File: config.mk
export PLATFORM = sky130hd
export DESIGN_NAME = branch_predictor
export DESIGN_NICKNAME = d
export VERILOG_FILES = /design/src/rtl/branch_predictor.sv
export SDC_FILE = /design/constraint.sdc
export NUM_CORES = 2
export LEC_CHECK = 0
export BUFFER_PORTS_ARGS = -buffer_cell sky130_fd_sc_hd__buf_2
export CAP_MARGIN = 20
export CORE_ASPECT_RATIO = 0.75
export CORE_MARGIN = 8
export CORE_UTILIZATION = 58
export CTS_BUF_LIST = sky130_fd_sc_hd__clkbuf_8
export CTS_CLUSTER_SIZE = 25
export DETAILED_ROUTE_END_ITERATION = 16
export PLACE_DENSITY_LB_ADDON = 0.15
export SLEW_MARGIN = 20
export SYNTH_ARGS = -nofsm -noshare
export SYNTH_HDL_FRONTEND = slang
export SYNTH_SLANG_ARGS = --single-unit
File: constraint.sdc
create_clock -name clk -period 3.79 [get_ports clk]
set_clock_uncertainty 0.05 [all_clocks]
set_input_delay 0.379 -clock clk [delete_from_list [all_inputs] [get_ports clk]]
set_output_delay 0.379 -clock clk [all_outputs]
set_load 0.01 [all_outputs]
File: src/rtl/branch_predictor.sv
// Bimodal branch predictor for the fetch stage: a direct-mapped table of
// 2-bit saturating counters plus a tagged branch target buffer, trained
// by conditional branches resolving in JB, with a saturating mispredict counter.
module branch_predictor #(
   parameter int INDEX_BITS = 6,
   parameter int TAG_BITS   = 8
) (
   input  logic        clk,
   input  logic        rst_n,
   input  logic [31:0] IF_PC,
   output logic        IF_PredictTaken,
   output logic [31:0] IF_NextPC,
   input  logic        JB_AttemptBranch,
   input  logic [31:0] JB_PC,
   input  logic        JB_BranchTaken,
   input  logic [31:0] JB_Target,
   input  logic        mispredict,
   output logic [31:0] MispredictCount
);

   localparam int ENTRIES = 1 << INDEX_BITS;
   localparam int TAG_LO  = INDEX_BITS + 2;
   localparam int TAG_HI  = INDEX_BITS + TAG_BITS + 1;

   // Counter encodings: MSB set means "predict taken".
   localparam logic [1:0] STRONG_NT = 2'b00;
   localparam logic [1:0] WEAK_NT   = 2'b01;
   localparam logic [1:0] STRONG_T  = 2'b11;

   logic [1:0]          ctr_q     [ENTRIES];
   logic [ENTRIES-1:0]  valid_q;
   logic [TAG_BITS-1:0] tag_q     [ENTRIES];
   logic [31:0]         target_q  [ENTRIES];
   logic [31:0]         mispredict_cnt_q, mispredict_cnt_d;

   logic [INDEX_BITS-1:0] if_idx, jb_idx;
   logic [TAG_BITS-1:0]   if_tag, jb_tag;
   logic                  if_hit;
   logic [1:0]            ctr_d;
   logic                  unused_jb_bits;

   assign if_idx = IF_PC[INDEX_BITS+1:2];
   assign if_tag = IF_PC[TAG_HI:TAG_LO];
   assign jb_idx = JB_PC[INDEX_BITS+1:2];
   assign jb_tag = JB_PC[TAG_HI:TAG_LO];

   // Word-offset and upper PC bits take no part in indexing or tagging.
   assign unused_jb_bits = ^{JB_PC[1:0], JB_PC[31:TAG_HI+1]};

   // Lookup against current array contents; no bypass of a same-cycle update.
   assign if_hit          = valid_q[if_idx] && (tag_q[if_idx] == if_tag);
   assign IF_PredictTaken = if_hit && ctr_q[if_idx][1];
   assign IF_NextPC       = IF_PredictTaken ? target_q[if_idx] : IF_PC + 32'd4;
   assign MispredictCount = mispredict_cnt_q;

   // Next value of the trained counter, saturating at both ends.
   always_comb begin
      // NOTE: every always_comb output gets a default first so no path can infer a latch.
      ctr_d = ctr_q[jb_idx];
      if (JB_BranchTaken) begin
         if (ctr_q[jb_idx] != STRONG_T) ctr_d = ctr_q[jb_idx] + 2'd1;
      end else begin
         if (ctr_q[jb_idx] != STRONG_NT) ctr_d = ctr_q[jb_idx] - 2'd1;
      end
   end

   // Saturating mispredict counter next state.
   always_comb begin
      mispredict_cnt_d = mispredict_cnt_q;
      if (mispredict && (mispredict_cnt_q != 32'hFFFF_FFFF))
         mispredict_cnt_d = mispredict_cnt_q + 32'd1;
   end

   // Counters and valid bits: reset to weak-NT / invalid, trained by index only.
   always_ff @(posedge clk or negedge rst_n) begin
      if (!rst_n) begin
         for (int i = 0; i < ENTRIES; i++) ctr_q[i] <= WEAK_NT;
         valid_q <= '0;
      end else if (JB_AttemptBranch) begin
         // NOTE: sequential state uses non-blocking assignments so every flop samples pre-edge values.
         ctr_q[jb_idx] <= ctr_d;
         if (JB_BranchTaken) valid_q[jb_idx] <= 1'b1;
      end
   end

   // BTB tag/target storage, written only on taken outcomes.
   always_ff @(posedge clk) begin
      // NOTE: tags and targets carry no reset; the cleared valid bit already hides stale contents.
      if (rst_n && JB_AttemptBranch && JB_BranchTaken) begin
         tag_q[jb_idx]    <= jb_tag;
         target_q[jb_idx] <= JB_Target;
      end
   end

   // Mispredict counter register.
   always_ff @(posedge clk or negedge rst_n) begin
      if (!rst_n) mispredict_cnt_q <= '0;
      else        mispredict_cnt_q <= mispredict_cnt_d;
   end

endmodule

==> reports/metrics.cfg <==
[floorplanning]
dieHeight_um = 391
ioPinCount = 166
start_util_pct = 58.5
die_area_um2 = 202000
die_w_um = 516
design.core.area_um2 = 186000
core.rowCount = 137

[clocking]
clockBufferDepth = 4
root_buffer = clkbuf_8
cts_setup_buffers = 0
cts_tree = done
cts_sinks = 2784
numCtsBuffers = 417
clk_latency_ns = 1.06
clk_pin_slew_ns = 0.07
cts_max_level = 5

[yosys]
synthFlopType = edfxtp_1
netlist_area_um2 = 109000
avgSynthCellArea_um2 = 21.7
yosysWarnings = 0
ys_types = 77
yosysTopAreaCell = edfxtp_1
ys_ff_latch = 2784
synth_nets = 5121
synth_edf_count = 2560
async_flop_share_pct = 8.05
yosysMostFrequentCell = edfxtp_1
ys_seq_area_share_pct = 75.9
synth_top_area_share_pct = 70.6
synth_common_cells = 2560 x edfxtp_1, 789 x mux4_2, 273 x nand2_1, 160 x dfrtp_1, 151 x o21ai_0
synth.area.top_cells = edfxtp_1 71%, mux4_2 16%, dfrtp_1 3.7%
synthCells = 5018

[setup_path]
path_delay_family = multiplexers
crit_chain = mux4_2 -> mux4_2 -> and2_1 -> or3_1 -> a22o_1 -> a2111oi_4 -> nand4_1 -> buf_6 -> buf_8 -> mux2_4 -> buf_2
crit_type = flop to primary output
path_depth = 11
critPathMaxStageDelay_ns = 0.48
arrival_ns = 4.53
startpoint = tag_q[19][2]
worstSetupEndpoint = IF_NextPC[23]
cp-start-kind = flop
endpoint_kind = primary output
rrSetupSlack_ns = 0.77
rr_endpoint = ctr_q[59]
cp_slowest_cell = mux4_2
r2r_start = ctr_q[116]
worstRegToRegCells = 9
crit_required_ns = 3.36
path_buf_inv = 3
crit_fanout = 9
crit_top_cell = mux4_2

[cells_and_area]
multi_input_area_um2 = 25400
area_delta_synth_final_pct = 14.3
register_area_um2 = 82600
stdcell_area_um2 = 124000
final_cell_count_no_fill = 8535
layout-drive-gt1-share_pct = 33.7
utilization_pct = 66.8
nFillCells = 12000
nets = 5835

[sta]
setup_viol = 33
hold_viol_final = 0
fin_crit_sh_pct = 131
max_freq_ghz = 0.202
fin_tns_setup_ns = -37.18
slew_headroom_pct = 22.1
holdWs_ns = 0.0976
maxSlewViolCount = 0
setup_slack_ns = -1.17
layout_min_cycle_time_ns = 4.96
worst_pin_slew_ns = 1.17
rsz0062_at_grt = yes

[status]
outcome = complete, but fails checks
violations = negative setup slack

[drt]
viasPerCell = 6.73
drc_errors = 0
ant_nets = 0
wire_per_inst_um = 35.6
drt_wl_total_mm = 304
firstDrtPassIters = 5
first_iter_violations = 8861
vias = 57500

[power]
combPwrFrac_pct = 6.3
peakVddDrop_uv = 464
leakage_nw = 40.8
clkPwrFrac_pct = 37.2
power_frac_seq_pct = 56.5
power_density_nw_per_um2 = 487
power_switching_mw = 13.7
internal_power_mw = 46.9
p_sw_share_pct = 22.6
p_total_mw = 60.6

[place]
post-place-ws_ns = -0.856
hpwl_mm = 166
port_buffers = 147
dp_cells = 7768
placed_area_um2 = 116000
gp_congestion = 0.912

[global_route]
grt_pass1_wl_mm = 425
grtUsageTotal_pct = 29.9
grt_pass1_vias = 56200
gr-total-overflow = 0
antenna_found_initial = 19
grt_max_degree = 175

[worst_hold_path]
hold_class = input port to flop

[flow_run]
maxCapViolCount = 0

-- worst min-delay path by stage --
stage / start / to / slack (ns) / cells after the start
CTS: JB_PC[15] / tag_q[23][7] / 0.007 / 1
global route: JB_PC[15] / tag_q[23][7] / 0.06 / 1
finish: JB_PC[15] / tag_q[6][7] / 0.1 / 1
global placement: rst_n / valid_q[52] / 0.27 / 1
detailed placement: rst_n / valid_q[52] / 0.27 / 1
floorplan: rst_n / MispredictCount[0] / 0.03 / 0
-- registers in the layout (all words and copies together), names as in the netlist --
name             cells
tag_q              512
valid_q             64
ctr_q              128
target_q          2048
MispredictCount     32
-- power by group through the flow --
stage	Combinational (mW)	Sequential (mW)	Clock [mW]
floorplan	2.09	34.8	0
global placement	3.70	34.9	0
detailed placement	3.76	34.9	0
CTS	3.81	34.3	22.8
global route	4.05	34.3	24.1
finish	3.83	34.3	22.5
-- cells in the final DEF (no fill, tap or decap), types with 11 or more instances in the layout --
cell / instances
o21ai_0: 151
clkinv_1: 90
o21bai_1: 64
dfstp_2: 64
inv_1: 120
nor2_1: 50
xnor2_1: 42
a211oi_1: 18
buf_2: 136
nand2_1: 272
and3_1: 20
mux2_2: 50
buf_4: 239
nor3_1: 21
nand3_1: 49
a31oi_1: 11
nand2b_1: 12
mux4_2: 789
mux2i_1: 60
xor2_1: 22
o22ai_1: 11
dfrtp_1: 160
buf_12: 137
a22oi_1: 30
nand4_1: 20
edfxtp_1: 2560
a21oi_1: 18
nor2b_1: 20
clkinv_2: 62
dlygate4sd3_1: 44
a221oi_1: 23
clkbuf_8: 436
nor2_4: 64
o211ai_1: 15
-- final cells by class --
class | count | area share (%)
sequential | 2784 | 66.4
clock inverter | 278 | 1.15
tap | 2502 | 2.52
clock buffer | 436 | 4.82
timing repair buffer | 563 | 4.63
multi-input combinational | 1946 | 20.4
inverter | 20 | 0.0694
antenna | 6 | 0.0121
-- cells by family after synthesis --
kind of cell	count (synthesis)	synth area share, %
AO/OA/AOI/OAI	398	2.45
XOR/XNOR	64	0.515
adder cells (fa/ha/maj)	4	0.0414
buffers and inverters	288	1.25
flip-flops	2784	75.9
multiplexers	909	17.5
AND/OR/NAND/NOR	571	2.34
-- metal layers --
metal	share of wire, %	vias to the layer above	track usage, %
li1	-	22500	-
met1	39	30600	44.6
met2	46	3790	44.9
met3	11	582	7.10
met4	3.3	6	8.98
met5	0.012	-	0
-- timing repair --
| item | CTS | global route |
|---|---|---|
| gates resized for setup | 4 | 4 |
| endpoints found under the hold margin | 1942 | 192 |
| endpoints found under the setup margin | 33 | 33 |
| pin swaps | 1 | 2 |
| hold buffers | 42 | 3 |
No activity file was read; power rests on OpenSTA's default activity.
